<file path="config.mk">
export PLATFORM = sky130hd
export DESIGN_NAME = dcache_ctrl
export DESIGN_NICKNAME = d
export VERILOG_FILES = /design/src/rtl/dcache_pkg.sv /design/src/rtl/dcache_word_merge.sv /design/src/rtl/dcache_ctrl.sv
export SDC_FILE = /design/constraint.sdc
export NUM_CORES = 2
export LEC_CHECK = 0
export ABC_AREA = 1
export BUFFER_PORTS_ARGS = -buffer_cell sky130_fd_sc_hd__clkbuf_2
export CAP_MARGIN = 20
export CORE_AREA = 2 2 479 481
export CTS_CLUSTER_DIAMETER = 100
export CTS_CLUSTER_SIZE = 10
export DETAILED_ROUTE_END_ITERATION = 16
export DIE_AREA = 0 0 481 483
export GPL_ROUTABILITY_DRIVEN = 0
export RECOVER_POWER = 50
export SETUP_SLACK_MARGIN = 0.05
export SLEW_MARGIN = 20
export SYNTH_ARGS = -nofsm -noshare
export SYNTH_HDL_FRONTEND = slang
export SYNTH_SLANG_ARGS = --single-unit
</file>
<file path="constraint.sdc">
create_clock -name clk_i -period 21 [get_ports clk_i]
set_input_delay 0 -clock clk_i [delete_from_list [all_inputs] [get_ports clk_i]]
set_output_delay 0 -clock clk_i [all_outputs]
set_load 0.03 [all_outputs]
</file>
<file path="src/rtl/dcache_pkg.sv">
// Shared types and field positions for the 16-set, 2-way data cache sequencer.
package dcache_pkg;

    localparam int unsigned ADDR_W    = 32;
    localparam int unsigned INDEX_W   = 4;
    localparam int unsigned OFFSET_W  = 5;
    localparam int unsigned LINE_W    = 256;
    localparam int unsigned WORD_W    = 32;
    localparam int unsigned TAG_W     = 25;
    localparam int unsigned ATAG_W    = ADDR_W - INDEX_W - OFFSET_W;
    localparam int unsigned WSEL_W    = 3;

    // Status bits in the SRAM tag word; the address tag sits below them.
    localparam int unsigned VALID_BIT = 24;
    localparam int unsigned DIRTY_BIT = 23;

    localparam int unsigned INDEX_LSB = OFFSET_W;
    localparam int unsigned INDEX_MSB = OFFSET_W + INDEX_W - 1;
    localparam int unsigned TAG_LSB   = OFFSET_W + INDEX_W;
    localparam int unsigned WSEL_LSB  = 2;
    localparam int unsigned WSEL_MSB  = WSEL_LSB + WSEL_W - 1;

    typedef enum logic [1:0] {
        StIdle,
        StWriteback,
        StAllocate,
        StRefill
    } state_e;

endpackage

</file>
<file path="src/rtl/dcache_word_merge.sv">
// Line/word helper: overlays one 32-bit word into a cache line and extracts the
// selected word from the unmodified line.
module dcache_word_merge
    import dcache_pkg::*;
(
    input  logic [LINE_W-1:0] i_line,
    input  logic [WORD_W-1:0] i_word,
    input  logic [WSEL_W-1:0] i_sel,
    output logic [LINE_W-1:0] o_line,
    output logic [WORD_W-1:0] o_word
);

    logic [7:0] w_base;

    assign w_base = {i_sel, 5'b0};

    always_comb begin
        o_line = i_line;
        o_line[w_base +: WORD_W] = i_word;
    end

    assign o_word = i_line[w_base +: WORD_W];

endmodule

</file>
<file path="src/rtl/dcache_ctrl.sv">
// Write-back/write-allocate sequencer between the CPU port, the dcache SRAM and
// off-chip memory. Hits complete in IDLE; misses walk WRITEBACK/ALLOCATE/REFILL.
module dcache_ctrl
    import dcache_pkg::*;
(
    input  logic              clk_i,
    input  logic              rst_i,
    input  logic              cpu_req_i,
    input  logic              cpu_write_i,
    input  logic [ADDR_W-1:0] cpu_addr_i,
    input  logic [WORD_W-1:0] cpu_data_i,
    output logic [WORD_W-1:0] cpu_data_o,
    output logic              cpu_stall_o,
    output logic              sram_enable_o,
    output logic              sram_write_o,
    output logic [INDEX_W-1:0] sram_addr_o,
    output logic [TAG_W-1:0]  sram_tag_o,
    output logic [LINE_W-1:0] sram_data_o,
    input  logic [TAG_W-1:0]  sram_tag_i,
    input  logic [LINE_W-1:0] sram_data_i,
    input  logic              sram_hit_i,
    output logic              mem_req_o,
    output logic              mem_write_o,
    output logic [ADDR_W-1:0] mem_addr_o,
    output logic [LINE_W-1:0] mem_data_o,
    input  logic [LINE_W-1:0] mem_data_i,
    input  logic              mem_ack_i
);

    state_e              r_state;
    logic [ATAG_W-1:0]   r_victim_tag;
    logic [LINE_W-1:0]   r_victim_line;
    logic [LINE_W-1:0]   r_refill_line;

    logic [INDEX_W-1:0]  w_index;
    logic [ATAG_W-1:0]   w_tag;
    logic [WSEL_W-1:0]   w_wsel;
    logic                w_idle;
    logic                w_refill;
    logic                w_victim_dirty;
    logic [LINE_W-1:0]   w_merge_src;
    logic [LINE_W-1:0]   w_merged;
    logic [1:0]          w_unused_byte_sel;

    assign w_index           = cpu_addr_i[INDEX_MSB:INDEX_LSB];
    assign w_tag             = cpu_addr_i[ADDR_W-1:TAG_LSB];
    assign w_wsel            = cpu_addr_i[WSEL_MSB:WSEL_LSB];
    assign w_unused_byte_sel = cpu_addr_i[1:0];
    assign w_idle            = (r_state == StIdle);
    assign w_refill          = (r_state == StRefill);
    assign w_victim_dirty    = sram_tag_i[VALID_BIT] & sram_tag_i[DIRTY_BIT];

    // One merger serves both write paths; in IDLE it also feeds the load word.
    assign w_merge_src = w_idle ? sram_data_i : r_refill_line;

    dcache_word_merge u_merge (
        .i_line (w_merge_src),
        .i_word (cpu_data_i),
        .i_sel  (w_wsel),
        .o_line (w_merged),
        .o_word (cpu_data_o)
    );

    always_ff @(posedge clk_i or posedge rst_i) begin
        if (rst_i) begin
            r_state       <= StIdle;
            r_victim_tag  <= '0;
            r_victim_line <= '0;
            r_refill_line <= '0;
        end else begin
            unique case (r_state)
                StIdle: begin
                    if (cpu_req_i && !sram_hit_i) begin
                        r_victim_tag  <= sram_tag_i[ATAG_W-1:0];
                        r_victim_line <= sram_data_i;
                        r_state       <= w_victim_dirty ? StWriteback : StAllocate;
                    end
                end
                StWriteback: begin
                    if (mem_ack_i) r_state <= StAllocate;
                end
                StAllocate: begin
                    if (mem_ack_i) begin
                        r_refill_line <= mem_data_i;
                        r_state       <= StRefill;
                    end
                end
                StRefill: r_state <= StIdle;
                default:  r_state <= StIdle;
            endcase
        end
    end

    assign cpu_stall_o   = cpu_req_i & ~(w_idle & sram_hit_i);
    assign sram_enable_o = cpu_req_i | ~w_idle;
    assign sram_write_o  = w_refill | (w_idle & cpu_req_i & cpu_write_i & sram_hit_i);
    assign sram_addr_o   = w_index;
    // Dirty bit tracks the access type: stores dirty the line, load refills stay clean.
    assign sram_tag_o    = {1'b1, cpu_write_i, w_tag};
    assign sram_data_o   = (w_refill && !cpu_write_i) ? r_refill_line : w_merged;

    assign mem_req_o   = (r_state == StWriteback) | (r_state == StAllocate);
    assign mem_write_o = (r_state == StWriteback);
    assign mem_addr_o  = mem_write_o ? {r_victim_tag, w_index, {OFFSET_W{1'b0}}}
                                     : {cpu_addr_i[ADDR_W-1:OFFSET_W], {OFFSET_W{1'b0}}};
    assign mem_data_o  = r_victim_line;

endmodule

</file>
==> results.json <==
{
  "area.growth.synth_to_final_pct": 48.1,
  "maximum_number_of_pins_on_one_net_before_global_route_repair": 131,
  "syn_area_sq_um": 33300,
  "cts.path.max_buffers": 3,
  "fp.coreArea_sq_um": 227000,
  "start_util": 0.147,
  "setup_viol": 0,
  "hold_viol": 0,
  "power.net_switching_w": 0.00497,
  "global_route.overflow_total": 0,
  "number_of_global_route_vias_before_repair": 37956,
  "required_ns": 21.56,
  "route.vias.total": 38943,
  "dr_wl_met2_um": 130000,
  "floorplan.io_pins": 1217,
  "fin_worst_skew_ns": 0.0434,
  "power.combinational.fraction": 0.638,
  "detail_route.wl_per_cell_um": 31.2,
  "die_w_um": 481,
  "placement.cell_area_sq_um": 41900,
  "grt_antenna_before_repair": 90,
  "timing.hold.worst.class": "input pin to primary output",
  "synth_seq_cells": 537,
  "layout_min_cycle_time_ns": 8.34,
  "post_cts_resize_count": 0,
  "stdcell_area_sq_um": 49400,
  "number_of_synthesized_flops_with_an_enable_pin": 0,
  "fmax_ghz": 0.120,
  "status": "finished, violations left",
  "drv_cap": 10,
  "clk_slew_on_worst_s_h_paths_ns": 0.06,
  "buffers_added_on_ports": 1196,
  "routedLengthMet1_um": 109000,
  "postSynthAreaPerCell_sq_um": 7.39,
  "vdd_drop_max_mv": 0.112,
  "clock_insertion_delay_worst_skew_ns": 0.71,
  "synthDominantAreaCellType": "dfrtp_1",
  "worst_slew_pin_slew_ns": 5.50,
  "drt-vias-per-instance": 4.26,
  "cp_cell_sequence": "inv_1 > ha_1 > nand2_1 > clkbuf_1 > buf_4 > mux2_2",
  "asyncSetResetFlopFracSynth": 1.00,
  "post-route-period-util": 0.397,
  "die_height_um": 483,
  "initialDrtViolationCount": 3359,
  "p_int_w": 0.00368,
  "post_synth_num_cell_types": 28,
  "fin_nets": 6676,
  "cts_tree": "built",
  "arrival_ns": 8.90,
  "synthMostInstantiatedCell": "nand2_1",
  "clock_power_share": 0.143,
  "global_route_wire_length_before_repair_um": 364000,
  "failed_checks": "capacitance limit, slew limit",
  "leakage_power_total_nw": 24.4,
  "route.final.wire_length_um": 285000,
  "globalRouteTotalUtil": 0.237,
  "synth_commonest_cells": "nand2_1, nand3_1, dfrtp_1",
  "crit_path_max_fanout": 88,
  "cp_slowest_cell": "nand2_1",
  "synth.yosys.warnings": 0,
  "reg2regPathDepth": 6,
  "timing.critical_path.slowest_cell_delay_ns": 3.47,
  "h-tree-depth": 3,
  "share_of_the_yosys_chip_area_belonging_to_registers": 0.403,
  "holdPathStages": 0,
  "route.met3.wl_um": 28300,
  "netSwitchingFraction": 0.575,
  "root_driver": "clkbuf_16",
  "end_kind": "register",
  "route.antenna.remaining_nets": 0,
  "top_layer": "met5",
  "fp.dieArea_sq_um": 232000,
  "postSynth.topFlopCell": "dfrtp_1",
  "setup_tns_ns": 0,
  "synth.top_cells.by_area": "dfrtp_1, nand2_1, mux2_2",
  "power.share.sequential": 0.219,
  "finalMaxSlewViolations": 635,
  "layout-drive-gt1-share": 0.243,
  "critPathLaunchType": "register",
  "postSynthCellCount": 4514,
  "timing_worst_setup_path_type": "register to register",
  "first_pass_iters": 8,
  "num_rows": 175,
  "detailed_place_hpwl_um": 231000,
  "power.density_cell_area_nw_per_um2": 175,
  "n_fill_cell": 25514,
  "max-slew-margin-rel": -2.69,
  "drt_drc_violations_left": 0,
  "setup_repair_after_global_routing_missed_its_margin": "no",
  "cts_sinks": 537,
  "cts_buffers": 73,
  "synth_top_cell_area_share": 0.403
}
==> critical path, delay by kind of cell (launching register included) <==
family                     cells  cell delay [ns]
buffers and inverters          3             2.85
and+or+nand+nor                1             3.47
adders and majority gates      1             0.83
muxes                          1             0.43
DFF                            1             0.42
==> metal layers <==
metal | GRT usage | vias to the layer above
met5 | 0 | -
met4 | 0.128 | 30
met3 | 0.0851 | 469
met2 | 0.384 | 2045
met1 | 0.270 | 18835
li1 | - | 17564
==> metrics by stage <==
step                total power, W  worst slack (ns)  hold WS [ns]  utilization  cells
detailed placement         0.00739             16.34      0.000544        0.185   8429
global placement           0.00735             16.40      0.000544        0.185   8429
CTS                        0.00875             15.51    0.00000860        0.219   9093
finish                     0.00865             12.66     0.0000203        0.218   9147
floorplan                  0.00512              5.99         0.132            -   4518
global route               0.00916             12.05      0.000119        0.217   9122
==> cell usage in the layout, fill, tap and decap left out, drive strengths merged, types with 6 or more instances in the layout <==
cell / Yosys / routed
a21oi: 81 / 81
and2: 32 / 32
buf: 269 / 48
clkbuf: 77 / 1281
conb: 2 / 6
dfrtp: 537 / 537
diode: 0 / 54
dlygate4sd3: 0 / 564
ha: 10 / 10
inv: 257 / 266
mux2: 414 / 414
nand2: 1717 / 1717
nand3: 660 / 660
nor2: 318 / 318
o21ai: 136 / 136
==> power groups by stage <==
| stage | sequential, W | combinational [W] | clock, W |
|---|---|---|---|
| finish | 0.00190 | 0.00551 | 0.00124 |
| global route | 0.00195 | 0.00592 | 0.00129 |
| CTS | 0.00188 | 0.00561 | 0.00127 |
| detailed placement | 0.00189 | 0.00549 | 0 |
| global placement | 0.00188 | 0.00547 | 0 |
| floorplan | 0.00230 | 0.00283 | 0 |
==> registers in the layout, summed over array words and instances, names as in the netlist <==
signal         cells
mem_data_o       256
r_refill_line    256
r_victim_tag      23
r_state            2
==> worst paths after layout <==
check | startpoint | end | slack (ns)
max in group asynchronous | rst_i | r_refill_line[92] | 13.26
worst max register to register | r_state[1] | mem_data_o[48] | 12.66
min in group asynchronous | rst_i | mem_data_o[131] | 2.12
worst min-delay path | cpu_addr_i[8] | sram_addr_o[3] | 0.00002
worst min register to register | mem_data_o[6] | mem_data_o[6] | 0.48
worst max-delay path | r_state[1] | mem_data_o[48] | 12.66
==> what timing repair did <==
action,4_1_cts,5_1_grt
setup buffers,0,0
hold endpoints to repair,639,0
hold buffers,564,0
==> cell families (layout without fill, tap and decap cells) <==
logic type | after synthesis | count (layout) | share of synthesized area
buffers and inverters | 603 | 2169 | 0.0830
flip-flops | 537 | 537 | 0.403
other | 2 | 60 | 0.000225
multiplexers | 414 | 414 | 0.140
AO/OA/AOI/OAI | 219 | 219 | 0.0330
adder cells (fa/ha/maj) | 10 | 10 | 0.00375
AND/OR/NAND/NOR | 2729 | 2729 | 0.337
==> final cells by class <==
class                      instances  area [sq um]  area share
antenna                           54           135     0.00274
clock buffer                      81          1920      0.0388
clock inverter                    19           268     0.00542
inverter                         257           983      0.0199
multi-input combinational       3378         17200       0.348
sequential                       537         13400       0.272
tap                             3009          3760      0.0763
timing repair buffer            1812         11700       0.236
Note: power is estimated with default switching activity, not from simulation.
